<file path="src/rtl/gf180mcu_fd_sc_mcu7t5v0__and4_dbnc.sv">
// Debounced 4-input AND: Z follows A1&A2&A3&A4 once it has disagreed for THRESH enabled samples.
// Optional fall pulse ZF is compiled only under GF180MCU_FD_SC_MCU7T5V0__AND4_DBNC_FALL_PULSE_EN.
module gf180mcu_fd_sc_mcu7t5v0__and4_dbnc #(
  parameter int unsigned CNT_W  = 3,
  parameter int unsigned THRESH = 4
) (
  input  logic CLK,
  input  logic RST,
  input  logic EN,
  input  logic A1,
  input  logic A2,
  input  logic A3,
  input  logic A4,
  output logic Z,
  output logic ZR
`ifdef GF180MCU_FD_SC_MCU7T5V0__AND4_DBNC_FALL_PULSE_EN
  ,
  output logic ZF
`endif
);

  typedef enum logic [1:0] {
    IDLE_LO = 2'd0,
    PEND_HI = 2'd1,
    IDLE_HI = 2'd2,
    PEND_LO = 2'd3
  } state_e;

  localparam logic [CNT_W-1:0] CNT_ZERO = CNT_W'(0);
  localparam logic [CNT_W-1:0] CNT_ONE  = CNT_W'(1);
  localparam logic [CNT_W-1:0] CNT_LAST = CNT_W'(THRESH - 1);

  state_e           state_q;
  logic             m_q;
  logic [CNT_W-1:0] cnt_q;
  logic             z_q;
  logic             zr_q;
`ifdef GF180MCU_FD_SC_MCU7T5V0__AND4_DBNC_FALL_PULSE_EN
  logic             zf_q;
`endif

  logic mis_c;
  logic idle_c;
  logic toggle_c;

  // An unknown capture compares as "no mismatch" in simulation; hardware sees plain XOR.
  always_comb begin
    mis_c    = ((m_q ^ z_q) === 1'b1);
    idle_c   = (state_q == IDLE_LO) || (state_q == IDLE_HI);
    toggle_c = 1'b0;
    if (EN && mis_c) begin
      if (idle_c) toggle_c = (THRESH == 1);
      else        toggle_c = (cnt_q == CNT_LAST);
    end
  end

  always_ff @(posedge CLK or posedge RST) begin
    if (RST) begin
      state_q <= IDLE_LO;
      m_q     <= 1'b0;
      cnt_q   <= CNT_ZERO;
      z_q     <= 1'b0;
      zr_q    <= 1'b0;
`ifdef GF180MCU_FD_SC_MCU7T5V0__AND4_DBNC_FALL_PULSE_EN
      zf_q    <= 1'b0;
`endif
    end else begin
      m_q  <= A1 & A2 & A3 & A4;
      zr_q <= 1'b0;
`ifdef GF180MCU_FD_SC_MCU7T5V0__AND4_DBNC_FALL_PULSE_EN
      zf_q <= 1'b0;
`endif
      if (toggle_c) begin
        state_q <= z_q ? IDLE_LO : IDLE_HI;
        cnt_q   <= CNT_ZERO;
        z_q     <= ~z_q;
        zr_q    <= ~z_q;
`ifdef GF180MCU_FD_SC_MCU7T5V0__AND4_DBNC_FALL_PULSE_EN
        zf_q    <= z_q;
`endif
      end else if (EN) begin
        case (state_q)
          IDLE_LO, IDLE_HI: begin
            if (mis_c) begin
              state_q <= (state_q == IDLE_LO) ? PEND_HI : PEND_LO;
              cnt_q   <= CNT_ONE;
            end
          end
          PEND_HI, PEND_LO: begin
            if (!mis_c) begin
              state_q <= z_q ? IDLE_HI : IDLE_LO;
              cnt_q   <= CNT_ZERO;
            end else begin
              cnt_q <= cnt_q + CNT_ONE;
            end
          end
          default: begin
            state_q <= IDLE_LO;
            cnt_q   <= CNT_ZERO;
          end
        endcase
      end
    end
  end

  assign Z  = z_q;
  assign ZR = zr_q;
`ifdef GF180MCU_FD_SC_MCU7T5V0__AND4_DBNC_FALL_PULSE_EN
  assign ZF = zf_q;
`endif

endmodule

</file>
<file path="config.mk">
export PLATFORM = sky130hd
export DESIGN_NAME = gf180mcu_fd_sc_mcu7t5v0__and4_dbnc
export DESIGN_NICKNAME = d
export VERILOG_FILES = /design/src/rtl/gf180mcu_fd_sc_mcu7t5v0__and4_dbnc.sv
export SDC_FILE = /design/constraint.sdc
export NUM_CORES = 1
export LEC_CHECK = 0
export BUFFER_PORTS_ARGS = -buffer_cell sky130_fd_sc_hd__buf_2
export CAP_MARGIN = 20
export CORE_AREA = 2 2 39 41
export DETAILED_ROUTE_END_ITERATION = 16
export DIE_AREA = 0 0 41 43
export GPL_TIMING_DRIVEN = 0
export HOLD_SLACK_MARGIN = 0.02
export PLACE_DENSITY_LB_ADDON = 0.05
export REMOVE_ABC_BUFFERS = 1
export SKIP_LAST_GASP = 1
export SLEW_MARGIN = 10
export SYNTH_ARGS = -nofsm -noshare
export SYNTH_HDL_FRONTEND = slang
export SYNTH_SLANG_ARGS = --single-unit
export TNS_END_PERCENT = 1
</file>
<file path="constraint.sdc">
create_clock -name CLK -period 1.7 [get_ports CLK]
set_clock_uncertainty 0.15 [all_clocks]
set_input_delay 0.425 -clock CLK [delete_from_list [all_inputs] [get_ports CLK]]
set_output_delay 0.425 -clock CLK [all_outputs]
set_load 0.005 [all_outputs]
</file>
### Word level (Yosys, flattened, before mapping)

Cells that the tools add are included.

| operators by class | value |
|---|---|
| $add $sub $neg | 1 |
| equality and inequality tests | 7 |
| muxes and demuxes | 16 |
| bitwise gates (word level) | 5 |
| reduce and logical (&&, ||, !) cells | 8 |

Operators with widths:

| operator | number |
|---|---|
| 2-to-1 mux 2 bit | 7 |
| 2-to-1 mux 3 bit | 4 |
| inequality test 3 bit (second input constant) | 2 |
| case mux 3 bit (2 select lines) | 1 |
| == test 2 bit (second input constant) | 2 |
| case mux 2 bit (2 select lines) | 1 |
| OR reduction 2 bit | 2 |
| adder 3 x 1 -> 3 bit (second input constant) | 1 |
| bitwise AND 1 bit | 3 |
| == test 3 x 2 -> 1 bit (second input constant) | 1 |
| 2-to-1 mux 1 bit | 3 |
| AND reduction 3 bit | 1 |
| == test 2 x 1 -> 1 bit (second input constant) | 1 |
| zero test 2 bit | 1 |
| AND reduction 2 bit | 1 |
| nonzero test 2 bit | 1 |
| case equality test 1 bit (second input constant) | 1 |
| logical AND 1 bit | 1 |
| logical OR 1 bit | 1 |
| NOT 1 bit | 1 |
| bitwise XOR 1 bit | 1 |

| storage, ports and cells | value |
|---|---|
| register bits | 8 |
| input port bits | 7 |
| output and inout bits | 2 |
| word-level logic and storage cells | 42 |

### Longest topological paths before layout

Gate-level depths: netlist of the first run.

| logic depth | value |
|---|---|
| depth after elaboration | 6 |
| gate-level depth with buffers | 5 |
| gate-level depth less buffers | 5 |

### Worst setup path before layout of the first run

Ideal clock, no wire load.

| timing | value |
|---|---|
| path kind | register -> register |
| from | reg cnt_q[0] |
| to | reg z_q (netlist: Z) |
| setup time | 125 ps |
| arrival time | 1,211 ps |
| data required time | 1,425 ps |
| path slack | 214 ps |
| stages on the path, launching flop included | 5 |
| buffers on the path | 0 |
| clock period less this slack | 1,486 ps |
| path through | dfrtp_1 ha_1 ha_1 nand3_1 mux2_2 |

| between the ends | value |
|---|---|
| longest elaborated chain between the ends | 3 |

Ends and longest elaborated chain:

| item | RTL line | RTL |
|---|---|---|
| start: declaration | 35 | `logic [CNT_W-1:0] cnt_q;` |
| start signal: assignment | 94 | `cnt_q <= cnt_q + CNT_ONE;` |
| == test 3 x 2 -> 1 bit | 53 | `else toggle_c = (cnt_q == CNT_LAST);` |
| 2-to-1 mux 1 bit | 52 | `if (idle_c) toggle_c = (THRESH == 1);` |
| 2-to-1 mux 1 bit | 51 | `if (EN && mis_c) begin` |
| end signal: assignment | 76 | `z_q <= ~z_q;` |
| end: declaration | 36 | `logic z_q;` |

Every way passes these cells.
A chain may end at the register's enable or synchronous reset.

### Worst setup path in the final report of the first run

Ends and elaborated chain as after synthesis.

==> results.md, run 1 <==
| Item | Reported | Unit |
|:---|:---|:---|
| R2R depth | 4 | - |
| Power per cell area | 857 | nW/um^2 |
| Number of endpoints with negative hold slack in the final report | 0 | - |
| Yosys warns | 0 | - |
| Antenna violations before repair | 0 | - |
| Kind of end point of the critical path | flip-flop | - |
| Req. time, crit path | 1680 | ps |
| R2R Path Start | cnt_q[0] | - |
| Vias after detailed routing | 248 | - |
| Clock buffers created by TritonCTS | 3 | - |
| Class of the tightest hold or removal check | in -> reg | - |
| Max-Cap Viols | 0 | - |
| Largest buffer count on any clock path | 2 | - |
| IO Pins | 9 | - |
| Placement row count | 14 | - |
| Maximum number of pins on one net before global-route repair | 8 | - |
| Slew at the pin closest to its max-slew limit | 263 | ps |
| Synthesized instance count | 29 | - |
| DIE WIDTH | 41 | um |
| Proportion of layout cells with a drive suffix above 1 | 0.381 | - |
| Most used cells in the layout excluding fill and tap cells | buf_2 (8), dfrtp_1 (7), inv_1 (3), nor2_1 (3), clkbuf_4 (3) | - |
| Global Route Usage Sum | 0.0870 | - |
| Number of flip-flops and latches in the synthesized netlist | 7 | - |
| Count of routing violations after the opening detailed-route iteration | 3 | - |
| Worst-Skew Late Latency | 240 | ps |
| Remaining routing DRC violations | 0 | - |
| Clock input transition at the sequential cells of the worst setup and hold paths | 50 | ps |
| FILL cells | 148 | - |
| Clock tree from TritonCTS | built | - |
| Maximum achievable frequency | 636 | MHz |
| Final GP Congestion | 0.630 | - |
| Initial core utilization | 0.241 | - |
| Final Routed Wirelength | 560 | um |
| Worst ir drop on vdd | 0.337 | mV |
| Vertical die dimension | 43 | um |
| Worst Setup EP | Z | - |
| Mean area per synthesized cell | 11.5 | sq um |
| CTS sink count | 7 | - |
| IO Port Bufs | 8 | - |
| Worst setup path category | reg -> reg | - |
| Post-placement cell area | 393 | sq um |
| Resize count post-CTS | 0 | - |
| Number of distinct library cells after synthesis | 15 | - |
| Antenna-violating nets left | 0 | - |
| HPWL after detailed placement | 461 | um |
| Final design instance area without fill | 429 | sq um |
| # nets final | 52 | - |
| Setup slack of the most critical reg-to-reg path | 130 | ps |
| Result of the run | finished, final reports clean | - |
| First-pass GRT wire length | 1.01 | mm |
| Synthesized cell area | 333 | sq um |
| Number of failing setup endpoints in the final timing report | 0 | - |
| Final critical-path required period | 1570 | ps |
| Floorplan die area | 1760 | sq um |
| Unrepaired setup endpoints after global routing | no | - |
| Pre-Repair DR Iteration Count | 2 | - |
| Final Max Tran Viols | 0 | - |
| Final Cycle Share | 0.925 | - |
| H-tree levels | 1 | - |
| Antenna cells | 0 | - |
| Synth-to-layout area growth | 28.9 | % |
| Area of the core region | 1380 | sq um |
| Sequential fraction of the synthesis area | 0.526 | - |
| Total power | 0.000368 | W |
| Most frequent standard cell in the layout excluding fill and tap cells | buf_2 | - |
| Vias in the first global route | 267 | - |
| Arrival time reported for the critical path endpoint | 1550 | ps |
| Capture instance of the worst register-to-register path | Z | - |
| Total global routing overflow | 0 | - |
| Buffer cell driving the clock tree root | clkbuf_4 | - |
| Routed wirelength normalized by instance count | 9.66 | um |
| Mean number of vias per cell | 4.28 | - |
| CP Launch Type | flip-flop | - |
| Crit Path Max Fanout | 4 | - |
| Origin of the worst setup path | cnt_q[0] | - |
| Static power due to leakage | 0.224 | nW |
| Setup tns final | 0 | ps |
| Tightest slew margin relative to the limit | 0.825 | - |
| Finished Core Util | 0.310 | - |
==> cell usage after synthesis <==
master / instances / area share
dfrtp_1: 7 / 0.53
inv_1: 3 / 0.034
nor2_1: 3 / 0.034
a21oi_1: 2 / 0.030
a22o_2: 2 / 0.060
ha_1: 2 / 0.075
mux2_2: 2 / 0.068
and4_1: 1 / 0.026
nand2_1: 1 / 0.011
nand3_1: 1 / 0.015
nor3_2: 1 / 0.030
nor3b_1: 1 / 0.023
o21ai_0: 1 / 0.015
xnor2_1: 1 / 0.026
xor2_1: 1 / 0.026
==> repair_timing <==
action / in CTS / in global routing
hold endpoints to repair: 7 / 0
hold buffers: 1 / 0
setup buffers: 0 / 0
==> power by group <==
part / switching (W) / internal (W) / leakage [nW] / total [W]
clock: 0.0000557 / 0.0000892 / 0.0150 / 0.000145
combinational: 0.0000181 / 0.0000187 / 0.115 / 0.0000368
sequential: 0.00000856 / 0.000177 / 0.0945 / 0.000186
total: 0.0000823 / 0.000285 / 0.224 / 0.000368
==> area by class of cell <==
| class | instances | area (sq um) | share of cell area |
|---|---|---|---|
| Timing Repair Buffer | 9 | 50.0 | 0.117 |
| Inverter | 3 | 11.3 | 0.0262 |
| Tap cell | 16 | 20.0 | 0.0466 |
| Multi-Input combinational cell | 19 | 146 | 0.341 |
| Sequential cell | 7 | 175 | 0.408 |
| Clock buffer | 4 | 26.3 | 0.0612 |
==> sequential cells by signal, summed over array words and instances (netlist names) <==
name     cells
cnt_q        3
Z            1
ZR           1
m_q          1
state_q      1
==> cells by family (layout without fill, tap and decap cells) <==
kind of cell / Yosys count / in the layout / share of synthesized area
and+or+nand+nor: 8 / 8 / 0.139
DFF: 7 / 7 / 0.526
AOI/OAI and AO/OA: 5 / 5 / 0.105
buffers and inverters: 3 / 16 / 0.0338
adders and majority gates: 2 / 2 / 0.0752
xor gates and xnor gates: 2 / 2 / 0.0526
muxes: 2 / 2 / 0.0677
==> metrics by stage <==
stage                     worst slack, ps  hold WS, ps  std cells
after global routing                 69.2          285         58
after floorplan                       214         78.4         29
after CTS                             129          280         58
after global placement                130          216         53
final                                 128          287         58
after detailed placement              142          217         53
==> worst min-delay path by stage <==
stage | startpoint | to | slack, ps | cells past startpoint
finish | A2 | m_q | 290 | 2
global route | A2 | m_q | 290 | 2
CTS | A2 | m_q | 280 | 2
detailed placement | RST | m_q | 220 | 2
global placement | RST | ZR | 220 | 2
floorplan | RST | Z | 80 | 1
==> per-layer routing <==
metal | GRT usage | share of wire
met5 | 0 | 0
met4 | 0.0800 | 0
met3 | 0.0157 | 0.020
met2 | 0.125 | 0.51
met1 | 0.102 | 0.47
==> worst max-delay path: stages (launching register included) <==
cell and delay, ps:
dfrtp_1 390, ha_1 200, ha_1 240, nand3_1 140, mux2_2 340
No activity file was read; power rests on OpenSTA's default activity.
==> inputs of run 2 (changes only) <==
--- a/config.mk
+++ b/config.mk
@@ -5,11 +5,11 @@
 export SDC_FILE = /design/constraint.sdc
 export NUM_CORES = 1
 export LEC_CHECK = 0
-export BUFFER_PORTS_ARGS = -buffer_cell sky130_fd_sc_hd__buf_2
 export CAP_MARGIN = 20
 export CORE_AREA = 2 2 39 41
 export DETAILED_ROUTE_END_ITERATION = 16
 export DIE_AREA = 0 0 41 43
+export DONT_BUFFER_PORTS = 1
 export GPL_TIMING_DRIVEN = 0
 export HOLD_SLACK_MARGIN = 0.02
 export PLACE_DENSITY_LB_ADDON = 0.05
==> run 2 against run 1 <==
Sequential share of layout area is 4.2 points higher. Total power shrank 1.9%. Utilization is 2.9 points lower. First-iteration DRC count is 67% lower. Critical endpoint unchanged.
==> results.md, run 2 (synthesis gave the netlist of run 1 again) <==
| Item | Reported | Unit | Change |
|:---|:---|:---|:---|
| Vias after detailed routing | 221 | - | -11% |
| IO Pins | 9 | - | unchanged |
| Mean number of vias per cell | 4.42 | - | +3.4% |
| Cell with the largest stage delay on the worst path | dfrtp_1 | - |  |
| Vias in the first global route | 226 | - | -15% |
| Critical path, cell by cell | ha_1, ha_1, nand3_1, mux2_2 | - |  |
| Setup tns final | 0 | ps | unchanged |
| IO Port Bufs | 0 | - | -8 |
| Class of the tightest hold or removal check | in -> reg | - |  |
| Worst-Skew Late Latency | 240 | ps | about the same |
| Final critical-path setup slack | 129 | ps | +1.43 ps |
| Final Max Tran Viols | 0 | - | unchanged |
| Req. time, crit path | 1680 | ps | about the same |
| Static power due to leakage | 0.189 | nW | -16% |
| Floorplan die area | 1760 | sq um | unchanged |
| Placement row count | 14 | - | unchanged |
| Cell Count Post-Placement | 45 | - | -15% |
| Initial core utilization | 0.241 | - | unchanged |
| Slew at the pin closest to its max-slew limit | 257 | ps | -5.26 ps |
| Resize count post-CTS | 0 | - | unchanged |
| WHS | 194 | ps | -93.3 ps |
| Proportion of layout cells with a drive suffix above 1 | 0.235 | - | -0.146 |
| Antenna cells | 0 | - | unchanged |
| Pre-Repair DR Iteration Count | 2 | - | unchanged |
| Vertical die dimension | 43 | um | unchanged |
| Worst path bufs/invs | 0 | - | unchanged |
| Antenna-violating nets left | 0 | - | unchanged |
| Final Cycle Share | 0.924 | - | about the same |
| Largest register FFs | 3 | - | unchanged |
| Final GP Congestion | 0.620 | - | -1.7% |
| First-pass GRT wire length | 959 | um | -5.4% |
| CTS sink count | 7 | - | unchanged |
| Arrival time reported for the critical path endpoint | 1550 | ps | about the same |
| Result of the run | finished, final reports clean | - |  |
| Number of buffers inserted by post-CTS setup repair | 0 | - | unchanged |
| H-tree levels | 1 | - | unchanged |
| Number of failing setup endpoints in the final timing report | 0 | - | unchanged |
| Synth-to-layout area growth | 16.9 | % |  |
| Post-route insts no fill | 50 | - | -14% |
| Max-Cap Viols | 0 | - | unchanged |
| Antenna violations before repair | 0 | - | unchanged |
| Crit path largest cell delay | 400 | ps | about the same |
| Clock input transition at the sequential cells of the worst setup and hold paths | 50 | ps | about the same |
| Global Route Usage Sum | 0.0870 | - | +0.0000880 |
| Clock tree from TritonCTS | built | - |  |
| HPWL after detailed placement | 457 | um | -0.87% |
| Register with the most flip-flops | cnt_q | - |  |
| Count of routing violations after the opening detailed-route iteration | 1 | - | -2 |
| R2R Path Start | cnt_q[0] | - |  |
| # nets final | 44 | - | -15% |
| Worst setup path category | reg -> reg | - |  |
| Final design instance area without fill | 389 | sq um | -9.3% |
| Clock buffers created by TritonCTS | 3 | - | unchanged |
| Tightest slew margin relative to the limit | 0.827 | - | +0.00189 |
| Most frequent standard cell in the layout excluding fill and tap cells | dfrtp_1 | - |  |
| Launch instance of the worst min-delay path | A2 | - |  |
| Largest buffer count on any clock path | 2 | - | unchanged |
| Power per cell area | 927 | nW/um^2 | +8.2% |
| Most prevalent standard cell on the critical path | ha_1 | - |  |
| Kind of end point of the critical path | flip-flop | - |  |
| Number of endpoints with negative hold slack in the final report | 0 | - | unchanged |
| Maximum achievable frequency | 637 | MHz | about the same |
| Origin of the worst setup path | cnt_q[0] | - |  |
| Area of the core region | 1380 | sq um | unchanged |
| Total global routing overflow | 0 | - | unchanged |
| Unrepaired setup endpoints after global routing | no | - |  |
| Final Routed Wirelength | 573 | um | +2.3% |
| Critical path's top delay family | adder cells | - |  |
| Remaining routing DRC violations | 0 | - | unchanged |
| Most used cells in the layout excluding fill and tap cells | dfrtp_1 (7), inv_1 (3), nor2_1 (3), clkbuf_4 (3) | - |  |
| DIE WIDTH | 41 | um | unchanged |
| Worst setup timing slack at the placement stage | 126 | ps | -15.2 ps |
| Routed wirelength normalized by instance count | 11.5 | um | +19% |
| Maximum number of pins on one net before global-route repair | 8 | - | unchanged |
| Worst ir drop on vdd | 0.389 | mV | +15% |
| CP Launch Type | flip-flop | - |  |
| Crit Path Max Fanout | 4 | - | unchanged |
| Final critical-path required period | 1570 | ps | -1.43 ps |
| Buffer cell driving the clock tree root | clkbuf_4 | - |  |
| Post-placement cell area | 353 | sq um | -10% |
-- run 2: changes by cell type in the layout (fill, tap and decap cells not counted) --
| cell | change |
|---|---|
| buf_2 | -8 |
-- run 2: area by class of cell --
class | instances | area (sq um)
fillers | 144 | 995
flip-flops and latches | 7 | 175
inverters | 3 | 11.3
repair buffers | 1 | 10.0
multi-input cells | 19 | 146
clock buffers | 4 | 26.3
well taps | 16 | 20.0
-- run 2: path summary, 6_finish.rpt --
check / to / cells after the start / slack (ps)
max reg2reg: Z / 4 / 130
max: Z / 4 / 130
min reg2reg: cnt_q[1] / 1 / 360
min in group asynchronous: Z / 2 / 400
min: m_q / 1 / 190
max in group asynchronous: cnt_q[2] / 2 / 790
-- run 2: routing by layer --
| layer | global-route usage | vias to the layer above | wire, um |
|---|---|---|---|
| li1 | - | 110 | - |
| met1 | 0.102 | 105 | 239 |
| met2 | 0.113 | 4 | 297 |
| met3 | 0.0209 | 2 | 26 |
| met4 | 0.100 | 0 | 10 |
| met5 | 0 | - | 0 |
-- run 2: repair_timing --
action / in CTS / in global routing
setup endpoints to repair: 0 / 0
endpoints found under the hold margin: 7 / 0
hold buffers: 1 / 0
-- run 2: metrics by stage --
step,power (W),util
after CTS,0.000373,0.281
after global routing,0.000386,0.281
final,0.000361,0.281
after floorplan,0.000210,-
after detailed placement,0.000218,0.255
after global placement,0.000217,0.255
-- run 2: power breakdown --
group	total [W]	internal (W)	switching, W
Sequential	0.000187	0.000178	0.00000955
Combinational	0.0000285	0.0000138	0.0000148
Clock	0.000145	0.0000892	0.0000558
==> inputs of run 3 (changes only) <==
--- a/config.mk
+++ b/config.mk
@@ -6,10 +6,13 @@
 export NUM_CORES = 1
 export LEC_CHECK = 0
 export CAP_MARGIN = 20
+export CELL_PAD_IN_SITES_DETAIL_PLACEMENT = 1
+export CELL_PAD_IN_SITES_GLOBAL_PLACEMENT = 1
 export CORE_AREA = 2 2 39 41
 export DETAILED_ROUTE_END_ITERATION = 16
 export DIE_AREA = 0 0 41 43
 export DONT_BUFFER_PORTS = 1
+export GPL_ROUTABILITY_DRIVEN = 0
 export GPL_TIMING_DRIVEN = 0
 export HOLD_SLACK_MARGIN = 0.02
 export PLACE_DENSITY_LB_ADDON = 0.05
==> run 3 against run 2 <==
Clock power up 6%. Non-clock buffer count unchanged. Fmax down 1.4%. Routed wire length up 6.3%. Combinational power up 2%. Sequential share of layout area unchanged. Count of clock-buffer cells in the layout unchanged. Critical path depth unchanged. Highest routed layer is now met3.
==> results.md, run 3 (synthesis gave the netlist of run 1 again) <==
| Item | Reported | Unit | Change |
|:---|:---|:---|:---|
| Vertical die dimension | 43 | um | unchanged |
| DIE WIDTH | 41 | um | unchanged |
| Static power due to leakage | 0.189 | nW | unchanged |
| Req. time, crit path | 1690 | ps | about the same |
| Worst ir drop on vdd | 0.275 | mV | -29% |
| Crit path largest cell delay | 400 | ps | about the same |
| Vias in the first global route | 228 | - | +0.88% |
| Maximum number of pins on one net before global-route repair | 8 | - | unchanged |
| Register with the most flip-flops | cnt_q | - |  |
| Worst-Skew Late Latency | 250 | ps | about the same |
| Resize count post-CTS | 0 | - | unchanged |
| Class of the tightest hold or removal check | in -> reg | - |  |
| Area of the core region | 1380 | sq um | unchanged |
| Kind of end point of the critical path | flip-flop | - |  |
| CTS sink count | 7 | - | unchanged |
| Antenna violations before repair | 0 | - | unchanged |
| Most prevalent standard cell on the critical path | ha_1 | - |  |
| Worst path bufs/invs | 0 | - | unchanged |
| R2R depth | 4 | - | unchanged |
| Placement row count | 14 | - | unchanged |
| H-tree levels | 1 | - | unchanged |
| Floorplan die area | 1760 | sq um | unchanged |
| Mean number of vias per cell | 4.40 | - | -0.45% |
| Antenna cells | 0 | - | unchanged |
| Largest buffer count on any clock path | 2 | - | unchanged |
| Buffer cell driving the clock tree root | clkbuf_4 | - |  |
| Global Route Usage Sum | 0.0930 | - | +0.00598 |
| Instance count on the critical path | 4 | - | unchanged |
| CP Launch Type | flip-flop | - |  |
| Routed wirelength normalized by instance count | 12.2 | um | +6.3% |
| Setup tns final | 0 | ps | unchanged |
| Initial core utilization | 0.241 | - | unchanged |
| Crit Path Max Fanout | 4 | - | unchanged |
| Number of buffers inserted by post-CTS setup repair | 0 | - | unchanged |
| Final design instance area without fill | 389 | sq um | unchanged |
| Most frequent standard cell in the layout excluding fill and tap cells | dfrtp_1 | - |  |
| Vias after detailed routing | 220 | - | -0.45% |
| Clock tree from TritonCTS | built | - |  |
| Most used cells in the layout excluding fill and tap cells | dfrtp_1 (7), inv_1 (3), nor2_1 (3), clkbuf_4 (3) | - |  |
| Unrepaired setup endpoints after global routing | no | - |  |
| Count of routing violations after the opening detailed-route iteration | 4 | - | +3 |
| First-pass GRT wire length | 1.01 | mm | +5.7% |
| Max-Cap Viols | 0 | - | unchanged |
| IO Pins | 9 | - | unchanged |
| Result of the run | finished, final reports clean | - |  |
| Clock input transition at the sequential cells of the worst setup and hold paths | 60 | ps | about the same |
| Total power | 0.000372 | W | +3.0% |
| Multi-input gate area in the final layout | 146 | sq um | unchanged |
| Arrival time reported for the critical path endpoint | 1580 | ps | +30 ps |
| Critical path, cell by cell | ha_1, ha_1, nand3_1, mux2_2 | - |  |
| FILL cells | 157 | - | +9.0% |
| Number of endpoints with negative hold slack in the final report | 0 | - | unchanged |
| Final critical-path required period | 1590 | ps | +22.8 ps |
| Total global routing overflow | 0 | - | unchanged |
| Pre-Repair DR Iteration Count | 4 | - | +2 |
| # nets final | 44 | - | unchanged |
| Clock buffers created by TritonCTS | 3 | - | unchanged |
| Storage element area | 175 | sq um | unchanged |
| Cell depth of the worst hold path | 1 | - | unchanged |
| Critical path's top delay family | adder cells | - |  |
| Largest register FFs | 3 | - | unchanged |
| Power per cell area | 955 | nW/um^2 | +3.0% |
| Post-placement cell area | 353 | sq um | unchanged |
| Tightest slew margin relative to the limit | 0.804 | - | -0.0220 |
| Worst setup path category | reg -> reg | - |  |
| Slew at the pin closest to its max-slew limit | 293 | ps | +35.5 ps |
| Final Max Tran Viols | 0 | - | unchanged |
| IO Port Bufs | 0 | - | unchanged |
| Maximum achievable frequency | 627 | MHz | -1.4% |
| Antenna-violating nets left | 0 | - | unchanged |
| Final Routed Wirelength | 609 | um | +6.3% |
| Cell with the largest stage delay on the worst path | dfrtp_1 | - |  |
| Synth-to-layout area growth | 16.9 | % | unchanged |
| Proportion of layout cells with a drive suffix above 1 | 0.235 | - | unchanged |
| Remaining routing DRC violations | 0 | - | unchanged |
| Number of failing setup endpoints in the final timing report | 0 | - | unchanged |
| Final Cycle Share | 0.938 | - | +0.0134 |
## run 3: cell counts in the layout (fill, tap and decap cells not counted)
Identical to the previous run, type by type.
## run 3: worst reg2reg max path: cells and delay by family, from the launching register on
kind / cells / cell delay (ps)
adder cells (fa/ha/maj): 2 / 440
flip-flops: 1 / 400
multiplexers: 1 / 340
AND/OR/NAND/NOR: 1 / 150
## run 3: metrics by stage
stage | cells | hold slack (ps) | utilization | setup slack [ps]
3_3_place_gp | 45 | 118 | 0.255 | 114
3_5_place_dp | 45 | 126 | 0.255 | 113
2_1_floorplan | 29 | 78.4 | - | 214
6_report | 50 | 182 | 0.281 | 106
5_1_grt | 50 | 178 | 0.281 | 11.9
4_1_cts | 50 | 172 | 0.281 | 102
## run 3: where the power goes
group	internal [W]	leakage, nW	switching (W)
Clock	0.0000898	0.0150	0.0000646
Combinational	0.0000139	0.0799	0.0000152
Sequential	0.000177	0.0945	0.0000108
## run 3: cell type report
class	instances	area share
clock buffers	4	0.0675
repair buffers	1	0.0257
well taps	16	0.0514
inverters	3	0.0289
flip-flops and latches	7	0.450
multi-input cells	19	0.376
## run 3: worst paths after layout
path | end | slack, ps | start
worst min-delay path | state_q[0] | 180 | EN
worst min register to register | cnt_q[2] | 350 | cnt_q[2]
max in group asynchronous | cnt_q[0] | 770 | RST
min in group asynchronous | cnt_q[2] | 400 | RST
worst max-delay path | Z | 110 | cnt_q[0]
worst max register to register | Z | 110 | cnt_q[0]
## run 3: routing by layer
layer | vias to the layer above | routed length [um] | GRT usage | part of all wire
li1 | 109 | - | - | -
met1 | 103 | 314 | 0.125 | 0.52
met2 | 8 | 253 | 0.113 | 0.42
met3 | 0 | 41 | 0.0471 | 0.067
met4 | 0 | 0 | 0.0600 | 0
met5 | - | 0 | 0 | 0
## run 3: timing repair
action                                  4_1_cts  5_1_grt
endpoints found under the setup margin        0        0
hold buffers                                  1        0
endpoints found under the hold margin         7        0
